===== src/rtl/core_ctrl_fsm.sv =====
// Multi-cycle control FSM for the AquilaRV32 core: sequences fetch/decode/exec/mem/wb,
// drives memory handshakes, datapath selects and write enables, counts retired instructions.
module core_ctrl_fsm #(
    parameter int MEM_TIMEOUT = 16,
    parameter int CNT_W       = 32
) (
    input  logic             clk,
    input  logic             rst,
    input  logic             is_rtype,
    input  logic             is_itype,
    input  logic             is_load,
    input  logic             is_store,
    input  logic             is_branch,
    input  logic             is_jal,
    input  logic             is_jalr,
    input  logic             is_lui,
    input  logic             is_auipc,
    input  logic             branch_taken,
    output logic             imem_req,
    input  logic             imem_ready,
    output logic             dmem_req,
    output logic             dmem_we,
    input  logic             dmem_ready,
    output logic             ir_we,
    output logic             pc_we,
    output logic [1:0]       pc_sel,
    output logic [1:0]       alu_a_sel,
    output logic             alu_b_sel,
    output logic             reg_we,
    output logic [1:0]       wb_sel,
    output logic             retire,
    output logic [CNT_W-1:0] instret,
    output logic             trap,
    output logic [1:0]       trap_cause,
    output logic [2:0]       state
);

    typedef enum logic [2:0] {
        S_FETCH  = 3'd0,
        S_DECODE = 3'd1,
        S_EXEC   = 3'd2,
        S_MEM    = 3'd3,
        S_WB     = 3'd4,
        S_TRAP   = 3'd5
    } state_t;

    localparam int C_RTYPE  = 0;
    localparam int C_ITYPE  = 1;
    localparam int C_LOAD   = 2;
    localparam int C_STORE  = 3;
    localparam int C_BRANCH = 4;
    localparam int C_JAL    = 5;
    localparam int C_JALR   = 6;
    localparam int C_LUI    = 7;
    localparam int C_AUIPC  = 8;

    localparam int WAIT_W = (MEM_TIMEOUT < 2) ? 1 : $clog2(MEM_TIMEOUT + 1);
    localparam logic [WAIT_W-1:0] WAIT_LAST = WAIT_W'(MEM_TIMEOUT - 1);

    state_t            cur;
    logic [8:0]        cls;
    logic [8:0]        flags;
    logic              flags_legal;
    logic [WAIT_W-1:0] wait_cnt;
    logic [1:0]        alu_a_cls;
    logic              alu_b_cls;

    assign flags = {is_auipc, is_lui, is_jalr, is_jal, is_branch,
                    is_store, is_load, is_itype, is_rtype};
    // Exactly one class flag must be set for a legal instruction.
    assign flags_legal = (flags != 9'd0) && ((flags & (flags - 9'd1)) == 9'd0);

    assign alu_a_cls = cls[C_LUI] ? 2'd2 :
                       (cls[C_AUIPC] || cls[C_JAL]) ? 2'd1 : 2'd0;
    assign alu_b_cls = !(cls[C_RTYPE] || cls[C_BRANCH]);

    assign state = cur;
    assign trap  = (cur == S_TRAP);

    always_ff @(posedge clk) begin
        if (rst) begin
            cur        <= S_FETCH;
            instret    <= '0;
            trap_cause <= 2'd0;
            cls        <= 9'd0;
            wait_cnt   <= '0;
        end else begin
            if (retire) begin
                instret <= instret + CNT_W'(1);
            end
            case (cur)
                S_FETCH: begin
                    if (imem_ready) begin
                        cur      <= S_DECODE;
                        wait_cnt <= '0;
                    end else if (wait_cnt == WAIT_LAST) begin
                        cur        <= S_TRAP;
                        trap_cause <= 2'd2;
                    end else begin
                        wait_cnt <= wait_cnt + WAIT_W'(1);
                    end
                end
                S_DECODE: begin
                    cls <= flags;
                    if (flags_legal) begin
                        cur <= S_EXEC;
                    end else begin
                        cur        <= S_TRAP;
                        trap_cause <= 2'd1;
                    end
                end
                S_EXEC: begin
                    wait_cnt <= '0;
                    if (cls[C_BRANCH]) begin
                        cur <= S_FETCH;
                    end else if (cls[C_LOAD] || cls[C_STORE]) begin
                        cur <= S_MEM;
                    end else begin
                        cur <= S_WB;
                    end
                end
                S_MEM: begin
                    if (dmem_ready) begin
                        wait_cnt <= '0;
                        cur      <= cls[C_STORE] ? S_FETCH : S_WB;
                    end else if (wait_cnt == WAIT_LAST) begin
                        cur        <= S_TRAP;
                        trap_cause <= 2'd3;
                    end else begin
                        wait_cnt <= wait_cnt + WAIT_W'(1);
                    end
                end
                S_WB: begin
                    cur      <= S_FETCH;
                    wait_cnt <= '0;
                end
                S_TRAP: begin
                    cur <= S_TRAP;
                end
                default: begin
                    cur <= S_FETCH;
                end
            endcase
        end
    end

    always_comb begin
        imem_req  = 1'b0;
        ir_we     = 1'b0;
        dmem_req  = 1'b0;
        dmem_we   = 1'b0;
        pc_we     = 1'b0;
        pc_sel    = 2'd0;
        alu_a_sel = 2'd0;
        alu_b_sel = 1'b0;
        reg_we    = 1'b0;
        wb_sel    = 2'd0;
        retire    = 1'b0;
        case (cur)
            S_FETCH: begin
                imem_req = 1'b1;
                ir_we    = imem_ready;
            end
            S_EXEC: begin
                alu_a_sel = alu_a_cls;
                alu_b_sel = alu_b_cls;
                if (cls[C_BRANCH]) begin
                    pc_we  = 1'b1;
                    pc_sel = branch_taken ? 2'd1 : 2'd0;
                    retire = 1'b1;
                end
            end
            S_MEM: begin
                alu_a_sel = alu_a_cls;
                alu_b_sel = alu_b_cls;
                dmem_req  = 1'b1;
                dmem_we   = cls[C_STORE];
                if (dmem_ready && cls[C_STORE]) begin
                    pc_we  = 1'b1;
                    retire = 1'b1;
                end
            end
            S_WB: begin
                reg_we = 1'b1;
                pc_we  = 1'b1;
                retire = 1'b1;
                wb_sel = cls[C_LOAD] ? 2'd1 :
                         (cls[C_JAL] || cls[C_JALR]) ? 2'd2 : 2'd0;
                pc_sel = cls[C_JAL] ? 2'd1 : cls[C_JALR] ? 2'd2 : 2'd0;
            end
            default: begin
            end
        endcase
        // Reset silences every request and enable, whatever state is still registered.
        if (rst) begin
            imem_req = 1'b0;
            ir_we    = 1'b0;
            dmem_req = 1'b0;
            dmem_we  = 1'b0;
            pc_we    = 1'b0;
            reg_we   = 1'b0;
            retire   = 1'b0;
        end
    end

endmodule


===== config.mk =====
export PLATFORM = sky130hd
export DESIGN_NAME = core_ctrl_fsm
export DESIGN_NICKNAME = d
export VERILOG_FILES = /design/src/rtl/core_ctrl_fsm.sv
export SDC_FILE = /design/constraint.sdc
export NUM_CORES = 1
export LEC_CHECK = 0
export ABC_AREA = 1
export BUFFER_PORTS_ARGS = -buffer_cell sky130_fd_sc_hd__buf_2
export CORE_MARGIN = 2
export CORE_UTILIZATION = 54
export CTS_CLUSTER_DIAMETER = 120
export CTS_CLUSTER_SIZE = 24
export DETAILED_ROUTE_END_ITERATION = 7
export PLACE_DENSITY = 0.8
export SYNTH_ARGS = -nofsm -noshare
export SYNTH_HDL_FRONTEND = slang
export SYNTH_SLANG_ARGS = --single-unit

===== constraint.sdc =====
create_clock -name clk -period 1.9 [get_ports clk]
set_input_delay 0.19 -clock clk [delete_from_list [all_inputs] [get_ports clk]]
set_output_delay 0.19 -clock clk [all_outputs]
set_load 0.005 [all_outputs]

==> results_dict.tcl <==
set metrics [dict create \
    outcome "finished clean" \
    mappedNetlistArea_um2 2930 \
    min_period_over_period_pct 94.3 \
    drv.max_cap_violation_count 0 \
    wire_length_of_the_first_global_routing_pass_um 12400 \
    synth_top_family_by_area "simple AND/OR/NAND/NOR gates" \
    final_hold_viol_count 0 \
    mostFrequentLayoutCell "sky130_fd_sc_hd__nand2_1" \
    synth_compound_area_share_pct 12.8 \
    placeableCoreArea_um2 5170 \
    skew_ps 3.54 \
    die_w_um 77.7 \
    gp_routability_congestion 0.975 \
    clk_path_buf_depth 2 \
    worstHoldEndpoint "cls[0]" \
    final_period_demand_of_the_worst_path_ps 1790 \
    syn-instance-count 440 \
    post_synth_mux_area_share_pct 0 \
    fp.dieArea_um2 6030 \
    grt_setup_unrepaired "false" \
    most-common-layout-cells "sky130_fd_sc_hd__nand2_1, sky130_fd_sc_hd__nor2_1, sky130_fd_sc_hd__buf_2" \
    initial_core_util_pct 56.6 \
    final_layout_size_suffix_gt1_share_pct 23.1 \
    num_io_pins 66 \
    gr-usage-all-layers_pct 25.2 \
    synth_xor_xnor_area_share_pct 3.89 \
    rr_worst_depth 9 \
    synth_register_bits 50 \
    criticalPathCategory "reg2out" \
    ctsHtreeMaxLevel 2 \
    netlist-cell-type-count 33 \
    finalInstanceArea_um2 3460 \
    placement.io_buffers 65 \
    ctsRootBufferMaster "sky130_fd_sc_hd__clkbuf_8" \
    timing.rr.start "instret[3]" \
    route.detailed.wl_per_inst_um 12.6 \
    worst-r2r-setup-slack_ps 130 \
    post_dp_cell_area_um2 3320 \
    first_global_vias 2743 \
    drt_wl_total_um 7340 \
    fin_cells 581 \
    tritoncts_clock_tree "yes" \
    slew_viol_final 0 \
    mappedNetlistNets 456 \
    max-vdd-ir-drop_mv 0.405 \
    worst_ep_arrival_time_ps 1600 \
    endpoint_class_of_the_critical_path "output pin" \
    syn_avg_cell_area_um2 6.66 \
    hpwlAfterDp_um 5640 \
    setup_tns_ps 0 \
    clk_pin_slew_ps 90 \
    routed-via-count 3065 \
    setup.worst_path.start_class "register" \
    flow.area_growth_from_synthesis_pct 18.2 \
    vias_per_cell 5.28 \
    final-setup-viol-count 0 \
    floorplan.die.height_um 77.7 \
    numCtsBuffers 5 \
    synth_top_area_cell "sky130_fd_sc_hd__dfxtp_1" \
    pin_count_of_the_biggest_net_entering_global_routing 22 \
    dpl.cell_count 571 \
    power.density_cell_area_nw_per_um2 570 \
    synthTopCellsByArea "sky130_fd_sc_hd__dfxtp_1, sky130_fd_sc_hd__nand2_1, sky130_fd_sc_hd__nor2_1, sky130_fd_sc_hd__a21oi_1, sky130_fd_sc_hd__inv_1" \
    post-synth-top-area-fraction_pct 34.2 \
    max_freq_mhz 558 \
    r2r_end "instret[13]" \
    place_ws_ps 132 \
    tightestPinTransition_ps 509 \
    timing.hold.worst.class "in2reg" \
    synthesis.yosys.warnings 0 \
    synth_sequential_area_ratio_pct 34.2 \
    setup_ws_ps 108 \
    global_route.overflow_total 0 \
    final_core_utilization_pct 66.9 \
    std_cell_rows 26 \
    detail_route.iter0.violations 262 \
    timing.hold.worst.start "is_rtype" \
    hold_path_depth 3 \
    hold_buffers 0 \
    diodes 0 \
    power.leakage_nw 1.46 \
    critPathRequiredTime_ps 1710 \
    post-route-drc-count 0 \
    max-slew-margin-rel_pct 65.8 \
    final_nets 526 \
    synth_adder_area_share_pct 0.854 \
    cts.sinks 50 \
    insertion_delay_ps 300 \
    ant_nets 0 \
    synthSimpleGateAreaFrac_pct 39.4 \
    timing.critical_path.fanout_max 9 \
    number_of_antenna_violations_at_the_first_check_in_global_routing 0 \
    pre_antenna_drt_iters 7 \
]
==> routing by layer <==
metal  vias to the layer above  GRT usage (%)  wire [um]
met2                        91           43.7       3750
met4                         0           8.57        140
met1                      1381           31.0       3070
met3                        10           4.88        376
met5                         -              0          0
li1                       1583              -          -
==> report_power, final <==
group          switching [mW]  internal, mW
sequential             0.0284          1.08
combinational           0.146        0.0809
clock                   0.344         0.295
==> layout make-up <==
cell class / count / area, um2
Clock inverter: 1 / 5.00
Tap cell: 70 / 87.6
Inverter: 50 / 190
Fill cell: 469 / 1710
Sequential cell: 50 / 1010
Clock buffer: 7 / 86.3
Multi-Input combinational cell: 329 / 1680
Timing Repair Buffer: 74 / 397
==> synthesized netlist by cell type (all sizes together) <==
master,number
nand3b,3
ha,2
o21ai,24
xnor2,5
a31oi,2
a21oi,38
and3,2
xor2,8
nand3,16
nor4,2
nand2,97
dfxtp,50
inv,50
nor3b,1
clkbuf,5
nor3,36
o21bai,1
a211oi,5
nand4,10
buf,6
nor2,77
==> state kept, by name, indices dropped and copies added, names as in the netlist <==
| name | cells |
|---|---|
| trap_cause | 2 |
| instret | 32 |
| cls | 8 |
| state | 3 |
| wait_cnt | 5 |
==> worst max-delay path by stage <==
stage | endpoint | startpoint | depth (start not counted) | slack (ps)
2_1_floorplan | instret[18] | instret[0] | 9 | 260
3_3_place_gp | instret[11] | instret[4] | 9 | 180
3_5_place_dp | instret[18] | instret[0] | 9 | 130
4_1_cts | pc_we | state[2] | 9 | 30
5_1_grt | pc_we | state[0] | 8 | 4
6_report | pc_we | state[2] | 9 | 110
==> metrics by stage <==
step                hold WS [ps]  power, mW
floorplan                    325       1.28
global placement             438       1.34
detailed placement           447       1.35
CTS                          135       1.98
global route                 147       2.07
finish                       148       1.97
==> kinds of logic (layout without fill, tap and decap cells) <==
kind of cell,after synthesis,after routing
compound gates,70,70
xor+xnor,13,13
fa+ha+maj,2,2
buf+inv,61,132
flops,50,50
simple gates,244,244
==> worst max-delay path, cell delays in order, from the launching register on <==
cell and delay [ps]:
sky130_fd_sc_hd__dfxtp_2 380, sky130_fd_sc_hd__inv_4 100, sky130_fd_sc_hd__nand2_4 80, sky130_fd_sc_hd__nor2_4 120
sky130_fd_sc_hd__nand2_2 90, sky130_fd_sc_hd__nand2_2 90, sky130_fd_sc_hd__nor2_4 50, sky130_fd_sc_hd__nor2_4 130
sky130_fd_sc_hd__buf_6 150, sky130_fd_sc_hd__buf_2 110
==> what timing repair did <==
action	4_1_cts	5_1_grt
setup endpoints to repair	2	9
cloned	0	0
gates resized for setup	3	10
setup buffers	1	1
pin swaps	1	0
(Power assumes the default switching activity.)
